===== src/rtl/sram_access_sequencer.sv =====
// sram_access_sequencer
// Timing controller in front of the 6T bit-cell array. It accepts one
// read or write at a time. For each access it runs precharge, wordline
// and either write or sense, and then returns a one-cycle response pulse.
// Every array control is a registered output.
//
// Ports
//   clk, rst_n                      clock, synchronous active-low reset
//   req_valid/req_ready             request handshake
//   req_we, req_addr, req_wdata     request type, row address, write data
//   rsp_valid, rsp_we, rsp_rdata    completion pulse, op type, read data
//   busy                            high whenever not IDLE
//   pre_n, wl_addr, wl_en,          array controls: precharge (active-low),
//   write_en, sense_en, wdrv_data   row address, wordline, write/sense, write data
//   sa_data                         sense-amp outputs, sampled in SENSE
//
// state   | meaning
// IDLE    | ready for a request; all array controls inactive
// PRE     | bitlines precharging (pre_n low) for PRE_CYC cycles
// ACC     | wordline active for ACC_CYC cycles; write_en high on writes
// SENSE   | reads only: sense amps enabled, data captured at end of cycle
// RECOVER | wordline off; response pulse driven
module sram_access_sequencer #(
    parameter int ADDR_W  = 8,
    parameter int DATA_W  = 8,
    parameter int PRE_CYC = 2,
    parameter int ACC_CYC = 2
) (
    input  logic              clk,
    input  logic              rst_n,
    input  logic              req_valid,
    output logic              req_ready,
    input  logic              req_we,
    input  logic [ADDR_W-1:0] req_addr,
    input  logic [DATA_W-1:0] req_wdata,
    output logic              rsp_valid,
    output logic              rsp_we,
    output logic [DATA_W-1:0] rsp_rdata,
    output logic              busy,
    output logic              pre_n,
    output logic [ADDR_W-1:0] wl_addr,
    output logic              wl_en,
    output logic              write_en,
    output logic              sense_en,
    output logic [DATA_W-1:0] wdrv_data,
    input  logic [DATA_W-1:0] sa_data
);

    typedef enum logic [2:0] {
        S_IDLE,
        S_PRE,
        S_ACC,
        S_SENSE,
        S_RECOVER
    } state_t;

    localparam logic [3:0] PRE_LOAD = 4'(PRE_CYC - 1);
    localparam logic [3:0] ACC_LOAD = 4'(ACC_CYC - 1);

    state_t     state_q, state_d;
    logic [3:0] cnt_q, cnt_d;
    logic       we_q;
    logic       accept;

    assign accept = req_valid && req_ready;

    always_comb begin
        state_d = state_q;
        cnt_d   = cnt_q;
        case (state_q)
            S_IDLE: begin
                if (accept) begin
                    state_d = S_PRE;
                    cnt_d   = PRE_LOAD;
                end
            end
            S_PRE: begin
                if (cnt_q == 4'd0) begin
                    state_d = S_ACC;
                    cnt_d   = ACC_LOAD;
                end else begin
                    cnt_d = cnt_q - 4'd1;
                end
            end
            S_ACC: begin
                if (cnt_q == 4'd0) begin
                    state_d = we_q ? S_RECOVER : S_SENSE;
                end else begin
                    cnt_d = cnt_q - 4'd1;
                end
            end
            S_SENSE:   state_d = S_RECOVER;
            S_RECOVER: state_d = S_IDLE;
            default:   state_d = S_IDLE;
        endcase
    end

    // The outputs are decoded from the next state and then registered, so
    // each control becomes valid in the same cycle as the state it belongs to.
    always_ff @(posedge clk) begin
        if (!rst_n) begin
            state_q   <= S_IDLE;
            cnt_q     <= 4'd0;
            we_q      <= 1'b0;
            req_ready <= 1'b1;
            busy      <= 1'b0;
            pre_n     <= 1'b1;
            wl_en     <= 1'b0;
            write_en  <= 1'b0;
            sense_en  <= 1'b0;
            rsp_valid <= 1'b0;
            rsp_we    <= 1'b0;
            wl_addr   <= '0;
            wdrv_data <= '0;
            rsp_rdata <= '0;
        end else begin
            state_q <= state_d;
            cnt_q   <= cnt_d;
            if (accept) begin
                wl_addr   <= req_addr;
                wdrv_data <= req_wdata;
                we_q      <= req_we;
            end
            req_ready <= (state_d == S_IDLE);
            busy      <= (state_d != S_IDLE);
            pre_n     <= (state_d != S_PRE);
            wl_en     <= (state_d == S_ACC) || (state_d == S_SENSE);
            // we_q is already settled here, because ACC is always entered from PRE.
            write_en  <= (state_d == S_ACC) && we_q;
            sense_en  <= (state_d == S_SENSE);
            rsp_valid <= (state_d == S_RECOVER);
            rsp_we    <= (state_d == S_RECOVER) && we_q;
            if (state_q == S_SENSE) begin
                rsp_rdata <= sa_data;
            end
        end
    end

endmodule

===== config.mk =====
export PLATFORM = sky130hd
export DESIGN_NAME = sram_access_sequencer
export DESIGN_NICKNAME = d
export VERILOG_FILES = /design/src/rtl/sram_access_sequencer.sv
export SDC_FILE = /design/constraint.sdc
export NUM_CORES = 1
export LEC_CHECK = 0
export BUFFER_PORTS_ARGS = -buffer_cell sky130_fd_sc_hd__buf_2
export CAP_MARGIN = 5
export CORE_ASPECT_RATIO = 0.5
export CORE_MARGIN = 3
export CORE_UTILIZATION = 45
export CTS_CLUSTER_SIZE = 8
export DETAILED_ROUTE_END_ITERATION = 10
export PLACE_DENSITY = 0.81
export RECOVER_POWER = 50
export REMOVE_ABC_BUFFERS = 1
export SKIP_LAST_GASP = 1
export SLEW_MARGIN = 20
export SYNTH_ARGS = -nofsm -noshare
export SYNTH_HDL_FRONTEND = slang
export SYNTH_SLANG_ARGS = --single-unit
export TNS_END_PERCENT = 30

===== constraint.sdc =====
create_clock -name clk -period 2 [get_ports clk]
set_input_delay 0.5 -clock clk [delete_from_list [all_inputs] [get_ports clk]]
set_output_delay 0.5 -clock clk [all_outputs]
set_load 0.01 [all_outputs]

==> flow_summary.ini <==
[power_and_ir_drop]
netSwitchingFraction_pct = 31.5
power.density_nw_per_um2 = 1110
p_seq_share_pct = 45.2
p_comb_share_pct = 23.9
vdd_drop_max_mv = 0.447
power_leakage_nw = 0.870
intPower_mw = 1.46
p_switching_mw = 0.672
power_frac_clock_pct = 30.9

[cts]
ctsHtreeMaxLevel = 2
cts_setup_buffers = 0
cts-root-buf = clkbuf_8
clock_latency_ns = 0.30
cts_made_buffers = 5
cts_buffer_depth = 2
post_cts_resize_count = 0
clock_sinks = 40
cts_tree = yes
clkSlewWorstSetupHoldPaths_ns = 0.08
ctsHoldBuffers = 0

[yosys]
yosys-mux-area-fraction_pct = 5.95
synth-adder-area-share_pct = 1.65
yosysSeqAreaShare_pct = 52.8
synth_area_leaders = dfxtp_1 (53%), nand2_1 (9.2%), a21oi_1 (7.6%), mux2i_1 (5.9%), nor2_1 (4.2%)
synth-simple-area-share_pct = 23.0
synth_top_family_by_area = simple AND/OR/NAND/NOR gates
yosysTopAreaCell = dfxtp_1
synth_area_sq_um = 1520
synth-xor-area-share_pct = 0
synth_compound_area_share_pct = 13.0
ys_types = 29
syn_avg_cell_area_sq_um = 8.86
synth_edf_count = 0
yosys_warnings = 0
async_reset_ff_share_pct = 0
synth_top_cell_area_share_pct = 52.8
synth_ff_type = dfxtp_1
postSynthCellCount = 171
ys_ff_latch = 40

[grt]
grt_pass1_vias = 1244
grt.busiest_layer = met2
grt_max_degree = 27
track_usage_pct = 16.8
grt_pass1_wl_mm = 5.27
grt_util_met1_pct = 18.9
use_met2_pct = 29.8
gr-total-overflow = 0
use_met3_pct = 5.43
antenna_found_initial = 0

[sta]
drv_slew = 0
max-slew-margin-rel_pct = 44.1
holdWs_ns = 0.434
hold_viol = 0
skew_ns = 0.00539
fin_setup_tns_ns = 0
max_slew.worst_pin.slew_ns = 0.837
setup_viol = 0
fmax_mhz = 617
period_share_pct = 81.0
rsz0062_at_grt = false
post-route-min-period_ns = 1.62

[place]
dp_hpwl_mm = 2.32
placed_cells = 264
place_area_sq_um = 1840
gp_congestion = 0.879
io_buffers = 59

[worst_setup_path]
worst-endpoint-required_ns = 2.18
reg2reg_slack_ns = 0.38
rr_startpoint = cnt_q[0]
worstSetupPathType = flop to flop
crit_arrival_ns = 1.80
critPathLaunch = cnt_q[0]
reg2reg_depth = 6
cp-start-kind = flop
r2r-end = cnt_q[3]
crit_path_end_kind = flop
cp_max_fo = 7

[detailed_routing]
wl_mm = 3.39
drcViolationCount = 0
first_pass_iters = 4
wl_per_cell_um = 12.5
postRouteAntennaNets = 0
routed_via_density = 5.03
vias = 1368
drt_iter0_drc = 46

[hold_path]
hold_class = primary input to flop
holdPathEnd = rsp_rdata[2]
hold_start = sa_data[2]
hold_path_depth = 3

[finish]
final_util_pct = 61.8
fin_cells = 272
layout.nets = 261
antenna_cells = 0
stdcell_area_sq_um = 1920
final_common_cell = dfxtp_1
drive_gt1_share_pct = 19.4
mostFrequentLayoutCells = dfxtp_1 (40), nand2_1 (37), buf_2 (32)
syn_to_final_growth_pct = 26.5

[die]
die_h_um = 47.0
die_w_um = 88.1
pin_count = 60
coreArea_sq_um = 3100
start_util_pct = 48.9
rows = 14
die-area_sq_um = 4140

[flow_run]
drv_cap = 0

[run_status]
outcome = finished, final reports clean
-- state kept, by name, indices dropped and copies added, names as in the netlist --
name / cells
write_en: 1
state_q: 3
sense_en: 1
cnt_q: 4
we_q: 1
rsp_we: 1
req_ready: 1
rsp_valid: 1
wdrv_data: 8
busy: 1
rsp_rdata: 8
wl_addr: 8
wl_en: 1
pre_n: 1
-- critical path, cell delays in order (launching register included) --
cell and delay, ns:
dfxtp_1 0.32, inv_1 0.10, ha_1 0.16, nor3b_4 0.33, a211oi_1 0.13, and4b_1 0.22, a311o_1 0.26
-- layout make-up --
class / instances / area, sq um
clock buffer: 5 / 68.8
tap: 40 / 50.0
timing repair buffer: 60 / 269
fill: 279 / 1180
multi-input combinational: 117 / 659
sequential: 40 / 801
clock inverter: 3 / 42.5
inverter: 7 / 26.3
-- through the flow --
| step | power (mW) | worst slack [ns] |
|---|---|---|
| after global placement | 1.48 | 0.472 |
| after CTS | 2.16 | 0.385 |
| after floorplan | 1.32 | 0.458 |
| after detailed placement | 1.49 | 0.409 |
| final | 2.13 | 0.380 |
| after global routing | 2.25 | 0.280 |
-- metal layers --
metal,vias up,wire [um],part of all wire (%)
met2,31,1670,49
met3,9,145,4.3
met4,0,63,1.9
met1,635,1510,45
met5,-,0,0
li1,693,-,-
-- power groups by stage --
| stage | Sequential, mW | Clock, mW | Combinational, mW |
|---|---|---|---|
| finish | 0.965 | 0.658 | 0.510 |
| global placement | 0.977 | 0 | 0.499 |
| CTS | 0.963 | 0.674 | 0.524 |
| floorplan | 1.00 | 0 | 0.323 |
| global route | 0.978 | 0.706 | 0.569 |
| detailed placement | 0.978 | 0 | 0.515 |
-- cell usage after synthesis, types with 2 or more instances --
cell type,n
nand2b_1,2
clkbuf_1,5
ha_1,2
dfxtp_1,40
buf_2,2
nand3b_1,2
nor3_1,4
nand3_1,2
inv_1,6
nand2_1,37
and4b_1,2
mux2i_1,9
a211oi_1,2
a21oi_1,23
and2_1,3
nor2_1,17
-- how the worst max path moves through the flow --
stage | depth (start not counted) | endpoint | slack, ns
2_1_floorplan | 4 | cnt_q[3] | 0.46
4_1_cts | 6 | cnt_q[3] | 0.39
3_5_place_dp | 6 | cnt_q[3] | 0.41
5_1_grt | 6 | cnt_q[3] | 0.28
3_3_place_gp | 6 | cnt_q[3] | 0.47
6_report | 6 | cnt_q[3] | 0.38
-- cells by family (layout without fill, tap and decap cells) --
kind of cell | Yosys count | count (layout)
adders and majority gates | 2 | 2
and+or+nand+nor | 74 | 74
DFF | 40 | 40
muxes | 9 | 9
AOI/OAI and AO/OA | 32 | 32
buffers and inverters | 14 | 75
Power figures use the tool's default switching activity.
